--- src/rtl/frame_reader.sv ---
// Frame reader: once the upstream FIFO holds a whole frame, read it out through
// a 2-entry skid buffer onto a valid/ready stream, tagging the final word.
module frame_reader #(
  parameter int WORDS_PER_FRAME = 1280,
  parameter int DATA_WIDTH      = 32,
  parameter int COUNT_WIDTH     = 14
) (
  input  logic                   clk,
  input  logic                   reset,
  input  logic                   trigger_i,
  input  logic                   fifo_empty_i,
  input  logic [COUNT_WIDTH-1:0] fifo_rd_data_count_i,
  output logic                   fifo_rd_en_o,
  input  logic [DATA_WIDTH-1:0]  fifo_dout_i,
  output logic [DATA_WIDTH-1:0]  m_data_o,
  output logic                   m_valid_o,
  output logic                   m_last_o,
  input  logic                   m_ready_i,
  output logic                   busy_o,
  output logic                   frame_done_o,
  output logic [15:0]            frame_count_o,
  output logic                   underrun_o
);

  localparam int IW = $clog2(WORDS_PER_FRAME + 1);
  localparam logic [IW-1:0]          FRAME_LEN = IW'(WORDS_PER_FRAME);
  localparam logic [IW-1:0]          LAST_IDX  = IW'(WORDS_PER_FRAME - 1);
  localparam logic [COUNT_WIDTH-1:0] MIN_COUNT = COUNT_WIDTH'(WORDS_PER_FRAME);

  typedef enum logic [1:0] {IDLE, READ, DRAIN} state_t;

  state_t                state, state_next;
  logic [IW-1:0]         issued;
  logic                  in_flight, in_flight_last;
  logic [DATA_WIDTH-1:0] buf_data [2];
  logic [1:0]            buf_last;
  logic                  head;
  logic [1:0]            occ;
  logic                  start, pop, wr_idx, last_xfer, room;

  assign pop       = m_valid_o && m_ready_i;
  assign m_valid_o = (occ != 2'd0);
  assign m_data_o  = buf_data[head];
  assign m_last_o  = m_valid_o && buf_last[head];
  assign busy_o    = (state != IDLE);
  assign last_xfer = pop && m_last_o;
  // Returning word lands behind the head entry; a same-cycle pop frees head first.
  assign wr_idx    = head ^ occ[0];
  assign start     = (state == IDLE) && trigger_i && !fifo_empty_i &&
                     (fifo_rd_data_count_i >= MIN_COUNT);
  // Only issue if the word returning next cycle is guaranteed a free slot.
  assign room      = ({1'b0, occ} + {2'b00, in_flight}) < (3'd2 + {2'b00, pop});

  always_comb begin
    state_next   = state;
    fifo_rd_en_o = 1'b0;
    unique case (state)
      IDLE:  if (start) state_next = READ;
      READ: begin
        fifo_rd_en_o = !fifo_empty_i && (issued < FRAME_LEN) && room;
        if (fifo_rd_en_o && (issued == LAST_IDX)) state_next = DRAIN;
      end
      DRAIN: if (last_xfer) state_next = IDLE;
      default: state_next = IDLE;
    endcase
  end

  always_ff @(posedge clk) begin
    if (reset) begin
      state          <= IDLE;
      issued         <= '0;
      in_flight      <= 1'b0;
      in_flight_last <= 1'b0;
      occ            <= '0;
      head           <= 1'b0;
      buf_last       <= '0;
      buf_data[0]    <= '0;
      buf_data[1]    <= '0;
      frame_done_o   <= 1'b0;
      frame_count_o  <= '0;
      underrun_o     <= 1'b0;
    end else begin
      state          <= state_next;
      in_flight      <= fifo_rd_en_o;
      in_flight_last <= fifo_rd_en_o && (issued == LAST_IDX);
      if (start)
        issued <= '0;
      else if (fifo_rd_en_o)
        issued <= issued + IW'(1);
      if (in_flight) begin
        buf_data[wr_idx] <= fifo_dout_i;
        buf_last[wr_idx] <= in_flight_last;
      end
      if (in_flight && !pop)
        occ <= occ + 2'd1;
      else if (!in_flight && pop)
        occ <= occ - 2'd1;
      if (pop)
        head <= ~head;
      frame_done_o <= (state == DRAIN) && last_xfer;
      if ((state == DRAIN) && last_xfer)
        frame_count_o <= frame_count_o + 16'd1;
      if ((state == READ) && fifo_empty_i && (issued < FRAME_LEN))
        underrun_o <= 1'b1;
    end
  end

endmodule

--- config.mk ---
export PLATFORM = sky130hd
export DESIGN_NAME = frame_reader
export DESIGN_NICKNAME = d
export VERILOG_FILES = /design/src/rtl/frame_reader.sv
export SDC_FILE = /design/constraint.sdc
export NUM_CORES = 1
export LEC_CHECK = 0
export CORE_ASPECT_RATIO = 0.8
export CORE_UTILIZATION = 25
export CTS_CLUSTER_DIAMETER = 50
export CTS_CLUSTER_SIZE = 30
export DETAILED_ROUTE_END_ITERATION = 10
export GPL_TIMING_DRIVEN = 0
export PLACE_DENSITY_LB_ADDON = 0.12
export SLEW_MARGIN = 25
export SYNTH_ARGS = -nofsm -noshare
export SYNTH_HDL_FRONTEND = slang
export SYNTH_SLANG_ARGS = --single-unit
--- constraint.sdc ---
create_clock -name clk -period 4.3 [get_ports clk]
set_input_delay 1.29 -clock clk [delete_from_list [all_inputs] [get_ports clk]]
set_output_delay 1.29 -clock clk [all_outputs]
set_load 0.005 [all_outputs]
## Word level (Yosys, flattened, before mapping)

Memory sizes are Yosys's and may differ from the RTL's. A register that Yosys moved wholly into a read port is not among the register bits.
Index checks and enable logic that the tools add are counted.
W data, S select, Z words.

| storage, ports and cells | value |
|---|---|
| output and inout bits | 54 |
| word-level logic and storage cells | 79 |
| bits in writable memories | 64 |
| input port bits | 51 |
| register bits after elaboration | 38 |
| memories kept | 1 |

| cells by class | value |
|---|---|
| multiplexer cells | 22 |
| bitwise operators | 2 |
| reductions and logical operators | 26 |
| $lt $le $gt $ge | 6 |
| eq/ne operators | 6 |
| $add $sub $neg | 6 |

Memory list:

| memory | words | width | rd ports | clocked after memory_dff | wr ports | RTL line | text |
|---|---|---|---|---|---|---|---|
| buf_data | 2 | 32 | 1 | 1 | 2 | 35 | `logic [DATA_WIDTH-1:0] buf_data [2];` |

Operators with widths:

| kind | count |
|---|---|
| $mux W32 | 1 |
| $reduce_or A32 Y1 | 1 |
| $add A16 B1 Y16 const B | 1 |
| $logic_and A1 B1 Y1 | 16 |
| $ge A14 B11 Y1 const B | 1 |
| $mux W1 | 13 |
| $add A11 B1 Y11 const B | 1 |
| $eq A11 B11 Y1 const B | 1 |
| $lt A11 B11 Y1 const B | 1 |
| $mux W2 | 5 |
| $ne A2 B2 Y1 const B | 3 |
| $pmux W2 S3 | 1 |
| $reduce_bool A2 Y1 | 3 |
| $lt A1 B2 Y1 const B | 2 |
| $add A2 B1 Y3 | 1 |
| $add A2 B1 Y3 const A | 1 |
| $logic_not A1 Y1 | 3 |
| $lt A3 B3 Y1 | 1 |
| $reduce_and A3 Y1 | 1 |
| $add A2 B1 Y2 const B | 1 |
| $bwmux W2 | 1 |
| $eq A2 B1 Y1 const B | 1 |
| $eq A2 B2 Y1 const B | 1 |
| $logic_not A2 Y1 | 1 |
| 6 further kinds | 6 |

## Longest topological paths before layout

Gate-level depths: netlist of the first run.

| depth | value |
|---|---|
| depth in word-level cells | 8 |
| mapped depth | 7 |
| gate-level depth less buffers | 6 |

## Least setup slack after synthesis of the first run

OpenSTA, ideal clock, no wires.

| timing path | value |
|---|---|
| path kind | input to output |
| start | in fifo_empty_i |
| end | out fifo_rd_en_o |
| path slack | 955 ps |
| stages | 3 |
| required time | 3010 ps |
| data arrival time | 2055 ps |
| cells stage by stage | nor4_4 -> and2_2 -> clkbuf_2 |

| between the ends | value |
|---|---|
| cells in the longest elaborated chain, start to end | 4 |

Ends and longest elaborated chain:

| what | RTL line | text |
|---|---|---|
| from (decl) | 11 | `input logic fifo_empty_i,` |
| $logic_not A1 Y1 | 60 | `fifo_rd_en_o = !fifo_empty_i && (issued < FRAME_LEN) && room;` |
| $logic_and A1 B1 Y1 (2 in a row) | 60 |  |
| $mux W1 | 57 | `unique case (state)` |
| to (decl) | 13 | `output logic fifo_rd_en_o,` |

No other way between the ends.

## Worst setup path after layout of the first run

| timing path | value |
|---|---|
| start | in m_ready_i |
| end | out fifo_rd_en_o |

| between the ends | value |
|---|---|
| cells in the longest elaborated chain, start to end | 5 |

Ends and longest elaborated chain:

| what | RTL line | text |
|---|---|---|
| from (decl) | 18 | `input logic m_ready_i,` |
| $logic_and A1 B1 Y1 | 41 | `assign pop = m_valid_o && m_ready_i;` |
| $add A2 B1 Y3 | 52 | `assign room = ({1'b0, occ} + {2'b00, in_flight}) < (3'd2 + {2'b00, pop});` |
| $lt A3 B3 Y1 | 52 |  |
| $logic_and A1 B1 Y1 | 60 |  |
| $mux W1 | 57 |  |

No other way between the ends.

==> results.py, run 1 <==
metrics = {
    "outcome": {
        "outcome": "completed",
    },
    "sta": {
        "rsz0062_at_grt": "false",
        "skew_ps": 4.35,
        "post-route-period-util_pct": 97.3,
        "setup-violations-final": 0,
        "worst_slack_ps": 116,
        "slew_headroom_pct": 40.7,
        "drv_slew": 0,
        "worst_slew_pin_slew_ps": 865,
        "max_freq_mhz": 239,
        "hold_viol_final": 0,
        "fin_crit_ps": 4180,
    },
    "grt": {
        "grt_pass1_wl_um": 17200,
        "grt.total_usage_pct": 12.3,
        "grt-ovfl-total": 0,
        "grt_max_degree": 19,
        "antenna_found_initial": 0,
        "grt_pass1_vias": 3251,
    },
    "placed_design": {
        "io_buffers": 96,
        "place.gp.congestion": 0.777,
        "placedCellCount": 694,
        "hpwl_um": 7330,
        "pre_cts_slack_ps": -249,
    },
    "setup_path": {
        "r2r-start": "in_flight$_SDFF_PP0_",
        "crit_slowest_cell": "clkdlybuf4s50_1",
        "path_cells": "clkdlybuf4s50_1, o21ai_4, o21ai_4, and2_2, clkbuf_2, clkdlybuf4s50_1",
        "worstPathRequired_ps": 3010,
        "crit_path_end_kind": "output port",
        "crit_fanout": 5,
        "path_buf_inv": 3,
        "start_kind": "primary input",
        "crit_path_start": "m_ready_i",
        "critical_path_class": "in -> out",
        "slowest_delay_ps": 520,
        "path_delay_family": "buffers and inverters",
        "arrival_ps": 2890,
    },
    "routing": {
        "drt_iter0_drc": 94,
        "avgViaCountPerCell": 4.30,
        "ant_nets": 0,
        "drcViolationCount": 0,
        "drt-total-wl_um": 10700,
        "dr.pass1.iters": 4,
        "dr_total_vias": 3070,
        "wl_per_cell_um": 15.0,
    },
    "logic_synthesis": {
        "synthTopCellsByCount": "65 x and2_1, 64 x edfxtp_1, 39 x dfxtp_1",
        "synth-simple-area-share_pct": 21.0,
        "synthXorXnorAreaFrac_pct": 5.00,
        "syn-num-nets": 427,
        "syn_avg_cell_area_um2": 12.3,
        "synth.most_common_cell": "and2_1",
        "yosysTopAreaCell": "edfxtp_1",
        "ys_seq_elements": 103,
        "ys_types": 43,
        "synth_compound_area_share_pct": 3.05,
        "synth-edff-count": 64,
        "synthTopCellsByArea": "edfxtp_1 42%, dfxtp_1 17%, and2_1 8.9%, mux2_2 7.9%, xor2_1 4.2%",
        "seq_area_frac_synth_pct": 59.4,
        "syn_area_mm2": 0.00455,
        "synthCells": 371,
        "synth-main-ff-cell": "edfxtp_1",
        "synth_top_family_by_area": "simple AND/OR/NAND/NOR gates",
        "async_reset_ff_share_pct": 0,
        "synthMuxAreaShare_pct": 8.58,
        "synth-adder-area-share_pct": 1.37,
        "synth_warnings": 0,
        "yosysTopAreaCellShare_pct": 42.2,
    },
    "floorplan": {
        "core_area_mm2": 0.0176,
        "die_y_um": 123,
        "start_util_pct": 25.9,
        "io_pins": 105,
        "die_area_mm2": 0.0187,
        "die_w_um": 153,
        "row_count": 43,
    },
    "clock_tree": {
        "clk_latency_ps": 350,
        "clk_pin_slew_worst_paths_ps": 70,
        "cts_buffers": 9,
        "clk_path_buf_depth": 2,
        "clock_sink_count": 103,
        "cts_max_level": 3,
        "cts_tree": "built",
        "cts-root-buf": "clkbuf_16",
    },
    "run": {
        "cap_violations": 0,
    },
    "pwr": {
        "cellPowerDensity_mw_per_mm2": 394,
        "leakage_nw": 2.24,
        "vdd_drop_max_v": 0.000185,
    },
    "final_layout": {
        "fillers": 1741,
        "antennaDiodeCount": 0,
        "syn_to_final_growth_pct": 35.7,
        "utilization_pct": 35.1,
        "drive_above_1_share_pct": 13.7,
        "nets": 540,
        "final_cells": 714,
    },
    "min_path": {
        "hp-class": "reg -> reg",
        "hold_start": "in_flight_last$_SDFF_PP0_",
    },
}
[cell type report]
class | instances | area (um^2) | share of cell area [%]
Buffer | 16 | 63.8 | 1.03
Timing Repair Buffer | 102 | 1050 | 16.9
Tap cell | 225 | 282 | 4.56
Multi-Input combinational cell | 249 | 1780 | 28.9
Clock buffer | 10 | 229 | 3.71
Sequential cell | 103 | 2700 | 43.8
Clock inverter | 6 | 60.1 | 0.972
Inverter | 3 | 11.3 | 0.182
[registers in the layout (all words and copies together), names as in the netlist, named ones only]
register	count
occ	2
issued	11
in_flight_last	1
frame_done_o	1
state	2
in_flight	1
underrun_o	1
frame_count_o	16
head	1
buf_data	64
buf_last	2
[final timing paths]
kind,depth (start not counted),slack (ps),endpoint
hold / removal,2,470,buf_last[0]$_SDFFE_PP0P_
hold reg to reg,2,470,buf_last[0]$_SDFFE_PP0P_
setup reg to reg,7,2340,issued[9]$_SDFFE_PP0P_
setup / recovery,6,120,fifo_rd_en_o
[through the flow]
stage | power, W | setup TNS, ps | hold WS, ps | cell area (um^2)
after global routing | 0.00255 | 0 | 490 | 6180
after floorplan | 0.00138 | 0 | 425 | 4550
after global placement | 0.00162 | -259 | 451 | 5790
after CTS | 0.00247 | 0 | 480 | 6160
after detailed placement | 0.00163 | -249 | 460 | 5850
final | 0.00243 | 0 | 474 | 6180
[worst register-to-register path: cells and delay by family, from the launching register on]
family / cells / cell delay, ps
flip-flops: 1 / 360
buffers and inverters: 1 / 190
adder cells (fa/ha/maj): 2 / 440
AND/OR/NAND/NOR: 4 / 930
[layout by cell type, fill, tap and decap left out, types with 10 or more instances in the layout]
master	n
edfxtp_1	64
and2_1	65
nand3_1	10
mux2_2	32
clkdlybuf4s50_1	96
nand2_1	14
dfxtp_1	39
xor2_1	22
clkbuf_1	10
nor2_1	37
[cell families after synthesis]
family                   count (synthesis)
AND/OR/NAND/NOR                        163
flip-flops                             103
XOR/XNOR                                26
adder cells (fa/ha/maj)                  5
buffers and inverters                   19
AO/OA/AOI/OAI                           20
multiplexers                            35
[per-layer routing]
layer | GRT usage, % | part of all wire (%) | vias up
li1 | - | - | 1522
met1 | 16.0 | 50 | 1460
met2 | 19.4 | 44 | 75
met3 | 3.60 | 4.7 | 13
met4 | 4.67 | 1.4 | 0
met5 | 0 | 0 | -
[where the power goes]
| part | total (W) | switching [W] | internal [W] |
|---|---|---|---|
| combinational | 0.000500 | 0.000214 | 0.000285 |
| clock | 0.000815 | 0.000365 | 0.000450 |
| sequential | 0.00112 | 0.0000229 | 0.00109 |
[what timing repair did]
| item | in CTS | in global routing |
|---|---|---|
| buffers inserted | 2 | 2 |
| endpoints found under the setup margin | 1 | 1 |
| gates resized for setup | 1 | 0 |
| hold buffers | 0 | 0 |
| pin swaps | 2 | 0 |
Power figures use the tool's default switching activity.
==> run 2: changes to the inputs <==
--- a/config.mk
+++ b/config.mk
@@ -10,7 +10,8 @@
 export CTS_CLUSTER_DIAMETER = 50
 export CTS_CLUSTER_SIZE = 30
 export DETAILED_ROUTE_END_ITERATION = 10
-export GPL_TIMING_DRIVEN = 0
+export GPL_ROUTABILITY_DRIVEN = 0
+export MAX_ROUTING_LAYER = met4
 export PLACE_DENSITY_LB_ADDON = 0.12
 export SLEW_MARGIN = 25
 export SYNTH_ARGS = -nofsm -noshare
==> results.py, run 2 (synthesis results as in run 1) <==
metrics = {
    "placed_design": {
        "io_buffers": 96,
        "pre_cts_slack_ps": 214,
        "hpwl_um": 6820,
    },
    "routing": {
        "ant_nets": 0,
        "avgViaCountPerCell": 4.43,
        "drt-total-wl_um": 10600,
        "drcViolationCount": 0,
        "dr_total_vias": 3113,
        "drt_iter0_drc": 154,
        "wl_per_cell_um": 15.2,
        "dr.pass1.iters": 4,
    },
    "grt": {
        "grt_pass1_vias": 3227,
        "grt_max_degree": 34,
        "grt_pass1_wl_um": 17000,
        "grt.total_usage_pct": 12.5,
        "antenna_found_initial": 0,
        "grt-ovfl-total": 0,
    },
    "pwr": {
        "leakage_nw": 2.22,
        "vdd_drop_max_v": 0.000166,
        "cellPowerDensity_mw_per_mm2": 392,
    },
    "clock_tree": {
        "cts_buffers": 9,
        "cts_max_level": 3,
        "cts-root-buf": "clkbuf_16",
        "cts.repair.resized": 0,
        "clk_latency_ps": 340,
        "clock_sink_count": 103,
        "clk_path_buf_depth": 2,
        "hold_buffers": 0,
        "post_cts_buffers": 0,
        "clk_pin_slew_worst_paths_ps": 70,
        "cts_tree": "built",
    },
    "sta": {
        "setup_tns_ps": 0,
        "post-route-period-util_pct": 94.7,
        "drv_slew": 0,
        "worst_slack_ps": 227,
        "max_freq_mhz": 246,
        "rsz0062_at_grt": "false",
        "hold_viol_final": 0,
        "skew_ps": 4.85,
        "slew_headroom_pct": 42.5,
        "setup-violations-final": 0,
        "fin_crit_ps": 4070,
        "worst_slew_pin_slew_ps": 838,
    },
    "final_layout": {
        "syn_to_final_growth_pct": 34.0,
        "antennaDiodeCount": 0,
        "largest_reg_flops": 64,
        "max_flop_register": "buf_data",
        "most-common-layout-cells": "96 x clkdlybuf4s50_1, 65 x and2_1, 64 x edfxtp_1, 38 x dfxtp_1, 35 x nor2_1",
        "final_common_cell": "clkdlybuf4s50_1",
        "largest_registers": "buf_data (64), frame_count_o (16), issued (11)",
        "drive_above_1_share_pct": 14.3,
        "nets": 528,
    },
    "floorplan": {
        "die_area_mm2": 0.0187,
        "start_util_pct": 25.9,
        "io_pins": 105,
        "row_count": 43,
        "die_w_um": 153,
        "core_area_mm2": 0.0176,
        "die_y_um": 123,
    },
    "setup_path": {
        "critical_path_class": "in -> out",
        "worstPathRequired_ps": 3010,
        "crit_slowest_cell": "clkdlybuf4s50_1",
        "arrival_ps": 2780,
        "slowest_delay_ps": 500,
        "crit_path_end_kind": "output port",
        "cp_common_cell": "clkdlybuf4s50_1",
        "start_kind": "primary input",
        "path_cells": "clkdlybuf4s50_1, nor4_4, and2_2, clkdlybuf4s50_1",
        "crit_fanout": 4,
    },
    "outcome": {
        "outcome": "completed",
    },
    "run": {
        "cap_violations": 0,
    },
    "min_path": {
        "hp-class": "reg -> reg",
    },
}
-- run 2: path summary, 6_finish.rpt --
path	slack [ps]	end	start	cells past startpoint
setup / recovery	230	fifo_rd_en_o	fifo_empty_i	4
hold / removal	470	underrun_o$_SDFFE_PP0P_	underrun_o$_SDFFE_PP0P_	2
setup reg to reg	2220	issued[9]$_SDFFE_PP0P_	occ[0]$_SDFFE_PP0P_	7
hold reg to reg	470	underrun_o$_SDFFE_PP0P_	underrun_o$_SDFFE_PP0P_	2
-- run 2: final cells by class --
cell class	count	area, um^2
Tap cell	225	282
Clock buffer	13	272
Inverter	3	11.3
Clock inverter	3	16.3
Multi-Input combinational cell	249	1780
Sequential cell	103	2700
Fill cell	1726	11500
Timing Repair Buffer	106	1040
-- run 2: power by group --
part           internal [W]  total [W]  switching (W)
Combinational      0.000270   0.000447       0.000176
Clock              0.000442   0.000791       0.000350
Sequential          0.00110    0.00115      0.0000553
-- run 2: through the flow --
stage          utilization [%]  total power (W)  instance area [um^2]  cells  hold WS [ps]
2_1_floorplan                -          0.00138                  4550    371           425
5_1_grt                   34.7          0.00251                  6100    702           490
3_3_place_gp              33.0          0.00163                  5810    686           439
3_5_place_dp              33.0          0.00163                  5810    686           461
6_report                  34.7          0.00239                  6100    702           467
4_1_cts                   34.7          0.00244                  6100    702           478
-- run 2: worst max-delay path, delay by kind of cell --
kind,cells,cell delay (ps)
and+or+nand+nor,2,500
buffers and inverters,2,990
-- run 2: per-layer routing --
metal / GRT usage (%) / part of all wire, % / wire length (um)
met5: - / 0 / 0
met4: 4.73 / 1.5 / 163
met3: 3.35 / 5.3 / 561
met2: 19.5 / 45 / 4770
met1: 15.6 / 48 / 5150
==> run 3: changes to the inputs <==
--- a/config.mk
+++ b/config.mk
@@ -5,10 +5,9 @@
 export SDC_FILE = /design/constraint.sdc
 export NUM_CORES = 1
 export LEC_CHECK = 0
-export CORE_ASPECT_RATIO = 0.8
+export CORE_ASPECT_RATIO = 0.6
 export CORE_UTILIZATION = 25
 export CTS_CLUSTER_DIAMETER = 50
-export CTS_CLUSTER_SIZE = 30
 export DETAILED_ROUTE_END_ITERATION = 10
 export GPL_ROUTABILITY_DRIVEN = 0
 export MAX_ROUTING_LAYER = met4
==> results.py, run 3 (synthesis results as in run 1) <==
metrics = {
    "routing": {
        "dr_total_vias": 3061,
        "wl_per_cell_um": 14.4,
        "drt_iter0_drc": 133,
        "ant_nets": 0,
        "drt-total-wl_um": 10300,
        "dr.pass1.iters": 4,
        "drcViolationCount": 0,
        "avgViaCountPerCell": 4.29,
    },
    "floorplan": {
        "die_area_mm2": 0.0188,
        "die_w_um": 176,
        "die_y_um": 107,
        "io_pins": 105,
        "start_util_pct": 26.1,
        "row_count": 37,
        "core_area_mm2": 0.0175,
    },
    "final_layout": {
        "nets": 531,
        "antennaDiodeCount": 0,
        "largest_reg_flops": 64,
        "most-common-layout-cells": "96 x clkdlybuf4s50_1, 65 x and2_1, 64 x edfxtp_1, 38 x dfxtp_1, 35 x nor2_1",
        "utilization_pct": 35.4,
        "syn_to_final_growth_pct": 35.7,
        "final_common_cell": "clkdlybuf4s50_1",
        "fin_area_mm2": 0.00617,
        "largest_registers": "buf_data (64), frame_count_o (16), issued (11)",
        "fillers": 1716,
        "max_flop_register": "buf_data",
        "final_cells": 714,
        "drive_above_1_share_pct": 15.2,
    },
    "setup_path": {
        "start_kind": "primary input",
        "crit_fanout": 2,
        "path_cells": "clkdlybuf4s50_1, nor4_4, and2_2, clkdlybuf4s50_1",
        "crit_slowest_cell": "clkdlybuf4s50_1",
        "critical_path_class": "in -> out",
        "slowest_delay_ps": 510,
        "cp_common_cell": "clkdlybuf4s50_1",
        "crit_path_end_kind": "output port",
        "worstPathRequired_ps": 3010,
        "arrival_ps": 2800,
    },
    "sta": {
        "slew_headroom_pct": 66.6,
        "fin_crit_ps": 4090,
        "max_freq_mhz": 244,
        "worst_slew_pin_slew_ps": 501,
        "skew_ps": 7.16,
        "worst_slack_ps": 208,
        "drv_slew": 0,
        "rsz0062_at_grt": "false",
        "post-route-period-util_pct": 95.2,
        "hold_viol_final": 0,
        "setup_tns_ps": 0,
        "setup-violations-final": 0,
    },
    "placed_design": {
        "pre_cts_slack_ps": 221,
        "io_buffers": 96,
        "dpl_cell_area_mm2": 0.00584,
        "placedCellCount": 698,
        "hpwl_um": 6800,
    },
    "min_path": {
        "hp-class": "reg -> reg",
    },
    "clock_tree": {
        "clk_latency_ps": 340,
        "clk_path_buf_depth": 2,
        "cts_max_level": 3,
        "post_cts_buffers": 0,
        "hold_buffers": 0,
        "cts_tree": "built",
        "cts.repair.resized": 0,
        "clk_pin_slew_worst_paths_ps": 70,
        "cts_buffers": 9,
        "clock_sink_count": 103,
        "cts-root-buf": "clkbuf_16",
    },
    "grt": {
        "grt_pass1_wl_um": 16500,
        "grt.total_usage_pct": 11.9,
        "grt-ovfl-total": 0,
        "grt_max_degree": 34,
        "antenna_found_initial": 0,
        "grt_pass1_vias": 3131,
    },
    "run": {
        "cap_violations": 0,
    },
    "pwr": {
        "leakage_nw": 2.26,
        "vdd_drop_max_v": 0.000168,
        "cellPowerDensity_mw_per_mm2": 402,
    },
    "outcome": {
        "outcome": "completed",
    },
}
## run 3: cell count changes in the layout (fill, tap and decap cells not counted), sizes merged
cell	previous run	this run
clkinvlp	1	0
bufinv	0	1
buf	10	13
inv	3	4
clkinv	2	1
## run 3: area by class of cell
type	instances	area (um^2)	share of cell area [%]
Clock buffer	13	282	4.56
Clock inverter	3	47.5	0.770
Multi-Input combinational cell	249	1780	28.8
Tap cell	234	293	4.74
Inverter	3	11.3	0.182
Timing Repair Buffer	109	1060	17.1
Sequential cell	103	2700	43.8
## run 3: critical path: cells and delay by family
family,cells,cell delay [ps]
buffers and inverters,2,980
AND/OR/NAND/NOR,2,520
## run 3: layer usage
| metal | part of all wire [%] | routed length [um] | up-vias | track usage (%) |
|---|---|---|---|---|
| met5 | 0 | 0 | - | - |
| met4 | 0.80 | 82 | 0 | 2.42 |
| met3 | 5.0 | 512 | 7 | 3.54 |
| met2 | 44 | 4500 | 75 | 18.0 |
| met1 | 50 | 5190 | 1473 | 15.8 |
| li1 | - | - | 1506 | - |
## run 3: final timing paths
path | slack (ps) | endpoint | cells past startpoint | start
worst min-delay path | 470 | underrun_o$_SDFFE_PP0P_ | 2 | underrun_o$_SDFFE_PP0P_
worst max-delay path | 210 | fifo_rd_en_o | 4 | fifo_empty_i
worst min register to register | 470 | underrun_o$_SDFFE_PP0P_ | 2 | underrun_o$_SDFFE_PP0P_
worst max register to register | 2250 | issued[9]$_SDFFE_PP0P_ | 7 | occ[0]$_SDFFE_PP0P_
## run 3: through the flow
| step | total power, W | hold WS (ps) |
|---|---|---|
| floorplan | 0.00138 | 425 |
| global placement | 0.00163 | 458 |
| detailed placement | 0.00163 | 462 |
| CTS | 0.00253 | 480 |
| global route | 0.00260 | 509 |
| finish | 0.00248 | 470 |
## run 3: power by group
group	switching, W	internal (W)	leakage, nW
Combinational	0.000192	0.000275	1.12
Clock	0.000356	0.000522	0.162
Sequential	0.0000401	0.00109	0.977
Total	0.000588	0.00189	2.26
